<file path="config.mk">
export PLATFORM = sky130hd
export DESIGN_NAME = ray_dir_generator
export DESIGN_NICKNAME = d
export VERILOG_FILES = /design/src/rtl/ray_dir_generator_pkg.sv /design/src/rtl/ray_dir_generator_axis.sv /design/src/rtl/ray_dir_generator.sv
export SDC_FILE = /design/constraint.sdc
export NUM_CORES = 1
export LEC_CHECK = 0
export CORE_ASPECT_RATIO = 0.75
export CORE_MARGIN = 1.5
export CORE_UTILIZATION = 56
export CTS_CLUSTER_DIAMETER = 120
export DETAILED_ROUTE_END_ITERATION = 16
export PLACE_DENSITY = 0.8
export SYNTH_ARGS = -nofsm -noshare
export SYNTH_HDL_FRONTEND = slang
export SYNTH_SLANG_ARGS = --single-unit
</file>
<file path="constraint.sdc">
create_clock -name clk -period 4 [get_ports clk]
set_clock_uncertainty 0.2 [all_clocks]
set_input_delay 1 -clock clk [delete_from_list [all_inputs] [get_ports clk]]
set_output_delay 1 -clock clk [all_outputs]
set_load 0.02 [all_outputs]
</file>
<file path="src/rtl/ray_dir_generator_pkg.sv">
// Shared types and constants for the camera-side ray direction generator.
//   ray_direction_t : unnormalized {x,y,z} direction, WIDTH-bit fixed point per component
//   raygen_state_t  : sweep controller state
//   max_u()         : elaboration-time helper for accumulator sizing
package ray_dir_generator_pkg;

  localparam int unsigned WIDTH  = 16;
  localparam int unsigned Q_BITS = 12;

  localparam logic [WIDTH-1:0] MAX_16 = 16'h7FFF;
  localparam logic [WIDTH-1:0] MIN_16 = 16'h8000;

  typedef struct packed {
    logic [WIDTH-1:0] x;
    logic [WIDTH-1:0] y;
    logic [WIDTH-1:0] z;
  } ray_direction_t;

  typedef enum logic [1:0] {
    StIdle,
    StIssue,
    StDone
  } raygen_state_t;

  function automatic int unsigned max_u(input int unsigned a, input int unsigned b);
    return (a > b) ? a : b;
  endfunction

endpackage

</file>
<file path="src/rtl/ray_dir_generator_axis.sv">
// ray_axis_stepper: one image-plane axis of the raster sweep.
// Index counter plus signed step accumulator with load / advance / hold, and a
// WIDTH-bit output saturated to [Min, Max].
//   clk, reset : clock, asynchronous active-low reset (clears index and accumulator)
//   load       : restart the axis at index 0 / Init this cycle
//   adv        : advance one position; at index Count-1 wraps back to 0 / Init
//   idx        : index of the current position
//   last       : current position is index Count-1
//   value      : saturated current accumulator value
// 'load' is applied combinationally ahead of 'adv' so the same cycle can both
// restart the axis and emit/advance past position 0.
module ray_axis_stepper
  import ray_dir_generator_pkg::*;
#(
  parameter int unsigned            Count = 64,
  parameter int unsigned            AccW  = 23,
  parameter logic signed [AccW-1:0] Init  = '0,
  parameter logic signed [AccW-1:0] Step  = '0,
  parameter logic [WIDTH-1:0]       Max   = MAX_16,
  parameter logic [WIDTH-1:0]       Min   = MIN_16
) (
  input  logic                       clk,
  input  logic                       reset,
  input  logic                       load,
  input  logic                       adv,
  output logic [$clog2(Count)-1:0]   idx,
  output logic                       last,
  output logic [WIDTH-1:0]           value
);

  localparam int unsigned IdxW = $clog2(Count);

  localparam logic signed [AccW-1:0] MaxExt = {{(AccW - WIDTH){Max[WIDTH-1]}}, Max};
  localparam logic signed [AccW-1:0] MinExt = {{(AccW - WIDTH){Min[WIDTH-1]}}, Min};

  logic [IdxW-1:0]        idx_q, idx_d, idx_base;
  logic signed [AccW-1:0] acc_q, acc_d, acc_base;

  always_comb begin
    idx_base = load ? '0 : idx_q;
    acc_base = load ? Init : acc_q;
    last     = (idx_base == IdxW'(Count - 1));
    idx_d    = idx_base;
    acc_d    = acc_base;
    if (adv) begin
      if (last) begin
        idx_d = '0;
        acc_d = Init;
      end else begin
        idx_d = idx_base + IdxW'(1);
        acc_d = acc_base + Step;
      end
    end
  end

  always_comb begin
    if (acc_base > MaxExt) begin
      value = Max;
    end else if (acc_base < MinExt) begin
      value = Min;
    end else begin
      value = acc_base[WIDTH-1:0];
    end
  end

  assign idx = idx_base;

  always_ff @(posedge clk or negedge reset) begin
    if (!reset) begin
      idx_q <= '0;
      acc_q <= '0;
    end else begin
      idx_q <= idx_d;
      acc_q <= acc_d;
    end
  end

endmodule

</file>
<file path="src/rtl/ray_dir_generator.sv">
// ray_dir_generator: sweeps a pinhole image plane in raster order and emits one
// unnormalized direction per pixel straight into the normalizer (start/ray_in).
// Step accumulators only; one ray per cycle while enable is high.
//   clk         : clock
//   reset       : asynchronous active-low reset; aborts a frame without frame_done
//   frame_start : begin a frame (honoured only when idle)
//   enable      : issue permission; low stalls the sweep in place
//   start_out   : ray_out valid this cycle
//   ray_out     : {x, y, z} direction, z = -FOCAL
//   busy        : high from frame accept until frame_done
//   frame_done  : one-cycle pulse the cycle after the last ray
//   pixel_x/y   : column/row of ray_out (only with RAYGEN_PIXEL_TAG_EN defined)
// Optional feature macro: RAYGEN_PIXEL_TAG_EN.
module ray_dir_generator
  import ray_dir_generator_pkg::*;
#(
  parameter int unsigned      IMG_W = 64,
  parameter int unsigned      IMG_H = 48,
  parameter logic [WIDTH-1:0] STEP  = WIDTH'(1 << (Q_BITS - 6)),
  parameter logic [WIDTH-1:0] FOCAL = WIDTH'(1 << Q_BITS),
  parameter logic [WIDTH-1:0] MAX   = MAX_16,
  parameter logic [WIDTH-1:0] MIN   = MIN_16
) (
  input  logic                       clk,
  input  logic                       reset,
  input  logic                       frame_start,
  input  logic                       enable,
  output logic                       start_out,
  output ray_direction_t             ray_out,
  output logic                       busy,
  output logic                       frame_done
`ifdef RAYGEN_PIXEL_TAG_EN
  ,
  output logic [$clog2(IMG_W)-1:0]   pixel_x,
  output logic [$clog2(IMG_H)-1:0]   pixel_y
`endif
);

  localparam int unsigned ACC_W = WIDTH + $clog2(max_u(IMG_W, IMG_H)) + 1;
  localparam int unsigned XW    = $clog2(IMG_W);
  localparam int unsigned YW    = $clog2(IMG_H);

  // Plane is centred on the optical axis: x runs left to right, y top to bottom.
  localparam int X_SPAN = (int'(IMG_W) - 1) * int'(STEP);
  localparam int Y_SPAN = (int'(IMG_H) - 1) * int'(STEP);

  localparam logic signed [ACC_W-1:0] X0     = ACC_W'(-(X_SPAN >>> 1));
  localparam logic signed [ACC_W-1:0] Y0     = ACC_W'(Y_SPAN >>> 1);
  localparam logic signed [ACC_W-1:0] X_STEP = ACC_W'(int'(STEP));
  localparam logic signed [ACC_W-1:0] Y_STEP = ACC_W'(-int'(STEP));
  localparam logic [WIDTH-1:0]        Z_DIR  = WIDTH'(-int'(FOCAL));

  raygen_state_t  state_q, state_d;
  logic           start_d, busy_d, done_d;
  ray_direction_t ray_d;

  logic           accept, fire;
  logic           x_adv, y_adv;
  logic [XW-1:0]  x_idx;
  logic [YW-1:0]  y_idx;
  logic           x_last, y_last;
  logic [WIDTH-1:0] x_val, y_val;

  ray_axis_stepper #(
    .Count (IMG_W),
    .AccW  (ACC_W),
    .Init  (X0),
    .Step  (X_STEP),
    .Max   (MAX),
    .Min   (MIN)
  ) u_x_axis (
    .clk   (clk),
    .reset (reset),
    .load  (accept),
    .adv   (x_adv),
    .idx   (x_idx),
    .last  (x_last),
    .value (x_val)
  );

  ray_axis_stepper #(
    .Count (IMG_H),
    .AccW  (ACC_W),
    .Init  (Y0),
    .Step  (Y_STEP),
    .Max   (MAX),
    .Min   (MIN)
  ) u_y_axis (
    .clk   (clk),
    .reset (reset),
    .load  (accept),
    .adv   (y_adv),
    .idx   (y_idx),
    .last  (y_last),
    .value (y_val)
  );

  // x reloads itself after its last column; y steps exactly when x wraps.
  assign x_adv = fire;
  assign y_adv = fire & x_last;

  always_comb begin
    state_d = state_q;
    start_d = 1'b0;
    ray_d   = ray_out;
    busy_d  = busy;
    done_d  = 1'b0;
    accept  = 1'b0;
    fire    = 1'b0;

    unique case (state_q)
      StIdle: begin
        if (frame_start) begin
          accept  = 1'b1;
          busy_d  = 1'b1;
          state_d = StIssue;
          // The accept edge already issues pixel (0,0) when enable is high.
          fire    = enable;
        end
      end
      StIssue: begin
        fire = enable;
      end
      StDone: begin
        state_d = StIdle;
        busy_d  = 1'b0;
        done_d  = 1'b1;
      end
      default: begin
        state_d = StIdle;
        busy_d  = 1'b0;
      end
    endcase

    if (fire) begin
      start_d = 1'b1;
      ray_d.x = x_val;
      ray_d.y = y_val;
      ray_d.z = Z_DIR;
      if (x_last && y_last) begin
        state_d = StDone;
      end
    end
  end

  always_ff @(posedge clk or negedge reset) begin
    if (!reset) begin
      state_q    <= StIdle;
      start_out  <= 1'b0;
      ray_out    <= '0;
      busy       <= 1'b0;
      frame_done <= 1'b0;
    end else begin
      state_q    <= state_d;
      start_out  <= start_d;
      ray_out    <= ray_d;
      busy       <= busy_d;
      frame_done <= done_d;
    end
  end

`ifdef RAYGEN_PIXEL_TAG_EN
  always_ff @(posedge clk or negedge reset) begin
    if (!reset) begin
      pixel_x <= '0;
      pixel_y <= '0;
    end else if (fire) begin
      pixel_x <= x_idx;
      pixel_y <= y_idx;
    end
  end
`else
  logic unused_idx;
  assign unused_idx = ^{x_idx, y_idx};
`endif

endmodule

</file>
==> metrics.csv, run 1 <==
stage,metric,value,unit
run_status,status,"complete, no violations",
setup_path,regToRegSetupSlack,1290,ps
synth,post-synth-top-area-fraction,0.530,
synth,yosysTopAreaCell,dfrtp_1,
setup_path,reg2reg_depth,9,
timing,rsz0062_at_grt,no,
setup_path,crit_type,input pin to register,
setup_path,cp-start-kind,input pin,
synth,synth-warning-count,0,
timing,fmax,295,MHz
clock_tree,cts_sinks,96,
placement,gp_congestion,0.920,
detailed_routing,vias,3718,
clock_tree,insertion_delay,370,ps
layout,syn_to_final_growth,16.3,%
clock_tree,clk_pin_slew,90,ps
timing,fin_crit,3390,ps
placement,dpl.hpwl,7620,um
timing,fin_ws,606,ps
clock_tree,cts_resized,0,
die,rows,28,
die,die_w,107,um
die,ios,55,
pwr,powerDensity,429,nW/um^2
clock_tree,cts_root_buf,clkbuf_8,
placement,port_buffers,42,
timing,tns,0,ps
layout,drive_gt1_frac,0.0964,
detailed_routing,ant_nets,0,
synth,syn_area,4530,um^2
synth,synth.distinct_cells,50,
timing,worst_pin_slew,1260,ps
clock_tree,cts_inserted_buffers,9,
detailed_routing,drt_iter0_drc,248,
timing,hold_violations,0,
placement,post-place-ws,274,ps
synth,yosys-top-cells-area,"dfrtp_1, a221o_1, nor2_1, nand2_1, a21oi_1",
global_routing,grt_usage,0.265,
clock_tree,cts_hold_buf,0,
synth,synthArstFlopShare,1.00,
worst_hold_path,worstHoldPathType,register to register,
timing,relSlewSlack,0.154,
pwr,power.total,0.00226,W
clock_tree,cts_tree,done,
setup_path,critPathCaptureType,register,
worst_hold_path,worstHoldPathCells,1,
setup_path,required,4090,ps
layout,fin_util,0.669,
setup_path,r2r_start,state_q[0],
global_routing,grt_pass1_wl,17600,um
synth,yosysSeqAreaShare,0.530,
detailed_routing,wirelength,10700,um
worst_hold_path,holdPathEnd,ray_out[44],
clock_tree,post_cts_buffers,0,
setup_path,critPathMaxFanout,18,
timing,post-route-period-util,0.848,
die,die_h,80.9,um
die,start_util,0.575,
global_routing,antenna_found_initial,0,
flow_run,cap_violations,0,
synth,synth.most_common_cell,dfrtp_1,
global_routing,overflow,0,
synth,synth_edf_count,0,
global_routing,grt_pass1_vias,3446,
detailed_routing,vias_per_cell,6.17,
die,core-area,7880,um^2
clock_tree,cts_max_level,3,
timing,setup_viol,0,
placement,place_area,5090,um^2
global_routing,grt_max_degree,45,
synth,ys_ff_latch,96,
clock_tree,cts_buffer_depth,2,
synth,synthCells,444,
setup_path,arrival,3490,ps
pwr,leakage,2.30,nW
timing,maxSlewViolCount,0,
layout,nNetsFinal,501,
synth,syn_avg_cell_area,10.2,um^2
detailed_routing,drc,0,
pwr,ir_worst_vdd,0.000216,V
detailed_routing,wl_per_cell,17.7,um
setup_path,r2r_end,u_y_axis.idx_q[4],
worst_hold_path,worstHoldStart,ray_out[44],
die,dieArea,8650,um^2
layout,antenna_cells,0,
synth,ys.flop_type,dfrtp_1,
layout,final_area,5270,um^2
detailed_routing,dr.pass1.iters,5,
synth,synth_commonest_cells,"dfrtp_1, nor2_1, nand2_1",
## flip-flops by register name, indices dropped and copies added (netlist names)
register	cells
u_x_axis.acc_q	23
ray_out	33
state_q	2
start_out	1
u_y_axis.acc_q	23
u_y_axis.idx_q	6
busy	1
frame_done	1
u_x_axis.idx_q	6
## worst max-delay path by stage
stage,startpoint,endpoint,slack (ps),cells after the start
2_1_floorplan,frame_start,ray_out[37],150,12
3_3_place_gp,frame_start,u_y_axis.acc_q[21],350,10
3_5_place_dp,frame_start,u_y_axis.acc_q[21],270,10
4_1_cts,frame_start,u_y_axis.idx_q[4],650,10
5_1_grt,frame_start,u_y_axis.acc_q[21],470,10
6_report,frame_start,u_y_axis.idx_q[4],610,10
## power by group
part / leakage, nW / internal, W / switching, W
registers: 1.16 / 0.00109 / 0.000129
clock network: 0.0965 / 0.000238 / 0.000364
logic: 1.04 / 0.000202 / 0.000242
total: 2.30 / 0.00153 / 0.000735
## through the flow
stage                     hold slack, ps  std cells
after floorplan                      235        455
after global placement               272        587
after detailed placement             283        587
after CTS                            305        603
after global routing                 322        603
final                                301        603
## placed cells by master, fill, tap and decap left out, drive strengths merged, types with 3 or more instances in the layout
cell,Yosys,routed
clkinv,0,3
a311oi,3,3
dfrtp,96,96
a221o,20,20
conb,1,12
nor2,44,44
nor4,7,7
nand2,37,37
nor3,13,13
ha,4,4
and3,13,13
clkbuf,19,9
inv,2,6
or4,8,8
mux2,4,4
and2,7,7
o21ai,18,18
nor3b,3,3
nor2b,11,11
or3,6,6
nand3,18,18
a211o,4,4
nand2b,3,3
clkdlybuf4s50,0,41
nand4,14,14
xor2,11,11
a22o,3,3
o21bai,5,5
xnor2,6,6
o211ai,5,5
a21oi,24,24
buf,17,22
## cell type report
| class | count | area, um^2 |
|---|---|---|
| fillers | 616 | 2610 |
| flip-flops and latches | 96 | 2400 |
| multi-input cells | 321 | 1970 |
| repair buffers | 63 | 576 |
| well taps | 105 | 131 |
| clock buffers | 9 | 124 |
| clock inverters | 7 | 60.1 |
| inverters | 2 | 7.51 |
## routing by layer
layer	track usage	vias to the layer above	share of wire
met5	0	-	0
met1	0.389	1857	0.47
li1	-	1701	-
met2	0.401	145	0.46
met3	0.0490	15	0.056
met4	0.0880	0	0.013
## critical path, stage by stage
cell,delay (ps)
clkdlybuf4s50_1,440
nor3b_2,180
buf_4,180
nor2b_1,160
ha_1,220
nand2_1,110
or3_1,410
buf_4,240
or4_1,400
a21oi_1,150
## kinds of logic (layout without fill, tap and decap cells)
group,Yosys count,in the layout,synth area share
buffers and inverters,38,81,0.0458
AOI/OAI and AO/OA,95,95,0.153
muxes,4,4,0.00994
xor gates and xnor gates,17,17,0.0329
and+or+nand+nor,189,189,0.216
DFF,96,96,0.530
other,1,12,0.000827
adders and majority gates,4,4,0.0110
(Power assumes the default switching activity.)
==> run 2, diff against run 1 <==
--- a/config.mk
+++ b/config.mk
@@ -7,10 +7,10 @@
 export LEC_CHECK = 0
 export CORE_ASPECT_RATIO = 0.75
 export CORE_MARGIN = 1.5
-export CORE_UTILIZATION = 56
+export CORE_UTILIZATION = 50
 export CTS_CLUSTER_DIAMETER = 120
 export DETAILED_ROUTE_END_ITERATION = 16
-export PLACE_DENSITY = 0.8
+export PLACE_DENSITY = 0.76
 export SYNTH_ARGS = -nofsm -noshare
 export SYNTH_HDL_FRONTEND = slang
 export SYNTH_SLANG_ARGS = --single-unit
==> constraint.sdc (replaced) <==
create_clock -name clk -period 3.1 [get_ports clk]
set_clock_uncertainty 0.2 [all_clocks]
set_input_delay 0.775 -clock clk [delete_from_list [all_inputs] [get_ports clk]]
set_output_delay 0.775 -clock clk [all_outputs]
set_load 0.02 [all_outputs]
==> run 2 against run 1 <==
Combinational power increased by 36%. Largest cell class unchanged. Global-route usage is 3.0 points lower. Hold slack got worse by 78 ps. Via count is 1.7% higher. First-iteration DRC count up 50%. Highest routed layer unchanged. Power increased by 43%.
==> metrics.csv, run 2 (synthesis gave the netlist of run 1 again) <==
stage,metric,value,unit
run_status,status,"complete, no violations",
timing,hold_violations,0,
detailed_routing,vias_per_cell,6.01,
timing,fin_crit,2860,ps
pwr,leakage,2.49,nW
layout,syn_to_final_growth,24.4,%
layout,largest_register_ff_count,33,
pwr,powerDensity,574,nW/um^2
setup_path,reg2reg_depth,7,
clock_tree,cts_inserted_buffers,9,
detailed_routing,drt_iter0_drc,371,
die,dieArea,9650,um^2
global_routing,grt_max_degree,47,
setup_path,crit_chain,clkdlybuf4s50_1 -> nand3b_1 -> buf_4 -> nor3_1 -> a221o_1,
setup_path,critPathSlowestCell,nor3_1,
global_routing,grt_usage,0.235,
setup_path,arrival,2940,ps
timing,relSlewSlack,0.183,
detailed_routing,wl_per_cell,17.3,um
clock_tree,cts_sinks,96,
detailed_routing,wirelength,10900,um
timing,post-route-period-util,0.923,
setup_path,max_stage_delay,950,ps
layout,antenna_cells,0,
clock_tree,insertion_delay,350,ps
layout,mostFrequentLayoutCell,dfrtp_1,
placement,port_buffers,42,
clock_tree,post_cts_buffers,0,
die,core-area,8640,um^2
clock_tree,cts_tree,done,
global_routing,antenna_found_initial,0,
layout,nNetsFinal,524,
setup_path,crit_type,input pin to register,
pwr,ir_worst_vdd,0.000287,V
clock_tree,clk_pin_slew,70,ps
clock_tree,cts_buffer_depth,2,
timing,maxSlewViolCount,0,
setup_path,critPathMaxFanout,10,
die,ios,55,
layout,drive_gt1_frac,0.146,
setup_path,critPathCaptureType,register,
timing,setup_viol,0,
timing,fmax,349,MHz
timing,rsz0062_at_grt,no,
clock_tree,cts_root_buf,clkbuf_16,
timing,tns,0,ps
placement,gp_congestion,0.884,
placement,dpl.hpwl,7590,um
layout,fin_util,0.653,
clock_tree,cts_max_level,3,
layout,layout_common_cells,"dfrtp_1, nor2_1, clkdlybuf4s50_1, buf_4, nand2_1",
die,die_h,85.5,um
global_routing,overflow,0,
setup_path,required,3180,ps
detailed_routing,dr.pass1.iters,5,
layout,fill_cells,663,
setup_path,cp-start-kind,input pin,
layout,multi_input_area,2030,um^2
die,start_util,0.525,
timing,worst_pin_slew,1220,ps
flow_run,cap_violations,0,
layout,top_register,ray_out,
layout,top_regs,"ray_out (33), u_x_axis.acc_q (23), u_y_axis.acc_q (23)",
worst_hold_path,worstHoldPathType,input pin to async pin,
global_routing,grt_pass1_wl,17800,um
die,rows,29,
detailed_routing,ant_nets,0,
detailed_routing,drc,0,
global_routing,grt_pass1_vias,3515,
layout,regArea,2400,um^2
die,die_w,113,um
detailed_routing,vias,3783,
run 2: cell count changes in the layout (fill, tap and decap cells not counted), moves of 2 or more:
| cell | previous run | this run |
|---|---|---|
| buf_6 | 0 | 2 |
| nor3b_2 | 1 | 3 |
| nor3_4 | 0 | 2 |
| clkbuf_16 | 0 | 9 |
| clkbuf_8 | 9 | 0 |
| nor3_2 | 2 | 0 |
| buf_4 | 22 | 40 |
| buf_12 | 0 | 2 |
| nor3b_1 | 2 | 0 |
run 2: path summary, 6_finish.rpt:
path	slack, ps	to	from
max	240	ray_out[27]	enable
min	220	u_x_axis.idx_q[3]	reset
max reg2reg	450	ray_out[33]	state_q[1]
min reg2reg	270	u_y_axis.acc_q[5]	u_y_axis.acc_q[5]
max in group asynchronous	1800	u_y_axis.acc_q[15]	reset
min in group clk	270	u_y_axis.acc_q[5]	u_y_axis.acc_q[5]
run 2: worst max-delay path: cells and delay by family:
family,cells,cell delay (ps)
compound gates,1,240
buf+inv,2,760
simple gates,2,1170
run 2: power by group:
| part | internal [W] | total [W] | leakage, nW | switching (W) |
|---|---|---|---|---|
| combinational | 0.000281 | 0.000603 | 1.19 | 0.000322 |
| sequential | 0.00140 | 0.00156 | 1.16 | 0.000156 |
| clock | 0.000559 | 0.00107 | 0.140 | 0.000511 |
| total | 0.00224 | 0.00323 | 2.49 | 0.000990 |
run 2: through the flow:
stage | std cells | worst slack, ps | hold slack, ps | power, W | area [um^2]
6_report | 629 | 239 | 223 | 0.00323 | 5640
5_1_grt | 629 | 120 | 275 | 0.00337 | 5640
4_1_cts | 628 | 14.0 | 251 | 0.00324 | 5600
3_5_place_dp | 612 | -308 | 253 | 0.00217 | 5310
3_3_place_gp | 612 | -247 | 251 | 0.00215 | 5310
2_1_floorplan | 455 | 0.143 | 235 | 0.00192 | 4620
run 2: layer usage:
metal | track usage | routed length, um | vias to the layer above
li1 | - | - | 1759
met1 | 0.361 | 5470 | 1887
met2 | 0.341 | 4740 | 128
met3 | 0.0536 | 608 | 9
met4 | 0.0511 | 89 | 0
met5 | 0 | 0 | -
run 2: timing repair:
item                                    4_1_cts  5_1_grt
hold buffers                                  0        0
resized for setup                             0        7
endpoints found under the setup margin        0       45
endpoints found under the hold margin         0        0
run 2: cell type report:
type,instances,share of cell area
multi-input combinational,322,0.360
sequential,96,0.426
tap,108,0.0240
clock inverter,7,0.0113
inverter,2,0.00133
clock buffer,9,0.0399
timing repair buffer,85,0.138
==> run 3, diff against run 2 <==
--- a/config.mk
+++ b/config.mk
@@ -11,6 +11,7 @@
 export CTS_CLUSTER_DIAMETER = 120
 export DETAILED_ROUTE_END_ITERATION = 16
 export PLACE_DENSITY = 0.76
+export SKIP_LAST_GASP = 1
 export SYNTH_ARGS = -nofsm -noshare
 export SYNTH_HDL_FRONTEND = slang
 export SYNTH_SLANG_ARGS = --single-unit
==> run 3 against run 2 <==
Power barely moved. Register-to-register slack barely moved. Die area did not move. Critical path depth rose by 3. Cell count did not move. Cell area barely moved. Combinational power barely moved. Largest cell class unchanged.
==> metrics.csv, run 3 (synthesis gave the netlist of run 1 again) <==
stage,metric,value,unit
placement,dpl.hpwl,7590,um
die,ios,55,
clock_tree,clk_pin_slew,70,ps
die,die_w,113,um
clock_tree,cts_resized,0,
pwr,p_clk_frac,0.331,
clock_tree,insertion_delay,350,ps
detailed_routing,wl_per_cell,17.3,um
timing,post-route-period-util,0.995,
clock_tree,cts_max_level,3,
global_routing,grt_usage,0.235,
die,rows,29,
timing,setup_viol,0,
clock_tree,cts_tree,done,
pwr,p_int,0.00225,W
global_routing,grt_pass1_vias,3515,
detailed_routing,ant_nets,0,
placement,gp_congestion,0.884,
clock_tree,cts_inserted_buffers,9,
die,start_util,0.525,
pwr,powerDensity,574,nW/um^2
detailed_routing,vias_per_cell,6.00,
detailed_routing,vias,3775,
setup_path,arrival,3170,ps
flow_run,cap_violations,0,
layout,top_register,ray_out,
pwr,p_sw_frac,0.306,
setup_path,critPathMaxFanout,9,
pwr,leakage,2.48,nW
global_routing,antenna_found_initial,0,
clock_tree,cts_root_buf,clkbuf_16,
pwr,ir_worst_vdd,0.000286,V
timing,worst_pin_slew,1210,ps
placement,port_buffers,42,
setup_path,crit_type,input pin to register,
detailed_routing,dr.pass1.iters,5,
clock_tree,cts_sinks,96,
layout,top_regs,"ray_out (33), u_x_axis.acc_q (23), u_y_axis.acc_q (23)",
timing,hold_violations,0,
run_status,status,"complete, no violations",
timing,maxSlewViolCount,0,
timing,tns,0,ps
layout,antenna_cells,0,
global_routing,grt_pass1_wl,17800,um
pwr,comb_power_share,0.187,
timing,relSlewSlack,0.185,
global_routing,grt-busiest-layer,met1,
placement,post-place-ws,-308,ps
setup_path,required,3180,ps
timing,fmax,324,MHz
layout,layout_common_cells,"dfrtp_1, nor2_1, clkdlybuf4s50_1, buf_4, nand2_1",
clock_tree,post_cts_buffers,0,
clock_tree,cts_hold_buf,0,
setup_path,r2r_start,state_q[1],
layout,drive_gt1_frac,0.146,
timing,rsz0062_at_grt,yes,
layout,mostFrequentLayoutCell,dfrtp_1,
timing,fin_crit,3090,ps
global_routing,use_met1,0.361,
clock_tree,cts_buffer_depth,2,
worst_hold_path,worstHoldPathType,input pin to async pin,
layout,fill_cells,664,
pwr,pwr-share-seq,0.483,
setup_path,critPathCaptureType,register,
setup_path,critPathLaunch,frame_start,
global_routing,use_met3,0.0536,
detailed_routing,drc,0,
global_routing,grt_max_degree,47,
layout,largest_register_ff_count,33,
pwr,power.switching,0.000988,W
layout,syn_to_final_growth,24.4,%
die,core-area,8640,um^2
setup_path,cp-start-kind,input pin,
layout,nNetsFinal,524,
layout,fin_util,0.653,
detailed_routing,wirelength,10900,um
timing,fin_ws,14.9,ps
global_routing,overflow,0,
detailed_routing,drt_iter0_drc,371,
die,dieArea,9650,um^2
die,die_h,85.5,um
global_routing,use_met2,0.341,
pwr,power.total,0.00323,W
==> run 3: cell types whose count changed in the layout (fill, tap and decap cells not counted) <==
cell,before,now
dlymetal6s2s_1,1,0
clkdlybuf4s50_1,40,41
==> run 3: worst paths after layout <==
kind                                      endpoint  slack [ps]  depth (start not counted)
worst max-delay path                   ray_out[33]          10                          8
worst min-delay path             u_x_axis.idx_q[3]         220                          1
worst max register to register         ray_out[33]         450                          7
worst min register to register   u_y_axis.acc_q[5]         270                          1
max in group asynchronous       u_y_axis.acc_q[15]        1800                          2
min in group clk                 u_y_axis.acc_q[5]         270                          1
==> run 3: cell type report <==
type / instances / area (um^2) / area share
repair buffers: 85 / 773 / 0.137
clock inverters: 7 / 63.8 / 0.0113
flip-flops and latches: 96 / 2400 / 0.426
clock buffers: 9 / 225 / 0.0400
multi-input cells: 322 / 2030 / 0.360
inverters: 2 / 7.51 / 0.00133
well taps: 108 / 135 / 0.0240
==> run 3: stage by stage <==
stage	instance area (um^2)	cells	hold slack [ps]
floorplan	4620	455	235
global placement	5310	612	251
detailed placement	5310	612	253
CTS	5600	628	251
global route	5640	629	275
finish	5640	629	223
==> run 3: power groups by stage <==
stage          clock (W)  sequential [W]  combinational, W
2_1_floorplan          0         0.00160          0.000324
3_3_place_gp           0         0.00157          0.000578
3_5_place_dp           0         0.00158          0.000599
4_1_cts          0.00109         0.00155          0.000601
5_1_grt          0.00113         0.00158          0.000659
6_report         0.00107         0.00156          0.000603
==> run 3: metal layers <==
layer  vias to the layer above  wire, um
met1                      1877      5400
met2                       131      4740
met3                         9       655
met4                         0        89
met5                         -         0
li1                       1758         -
==> run 3: worst max-delay path, stage by stage <==
cell,delay [ps]
clkdlybuf4s50_1,470
nor3b_2,240
buf_4,160
or4_1,550
or3_4,420
a211oi_4,260
buf_6,170
a221o_1,110
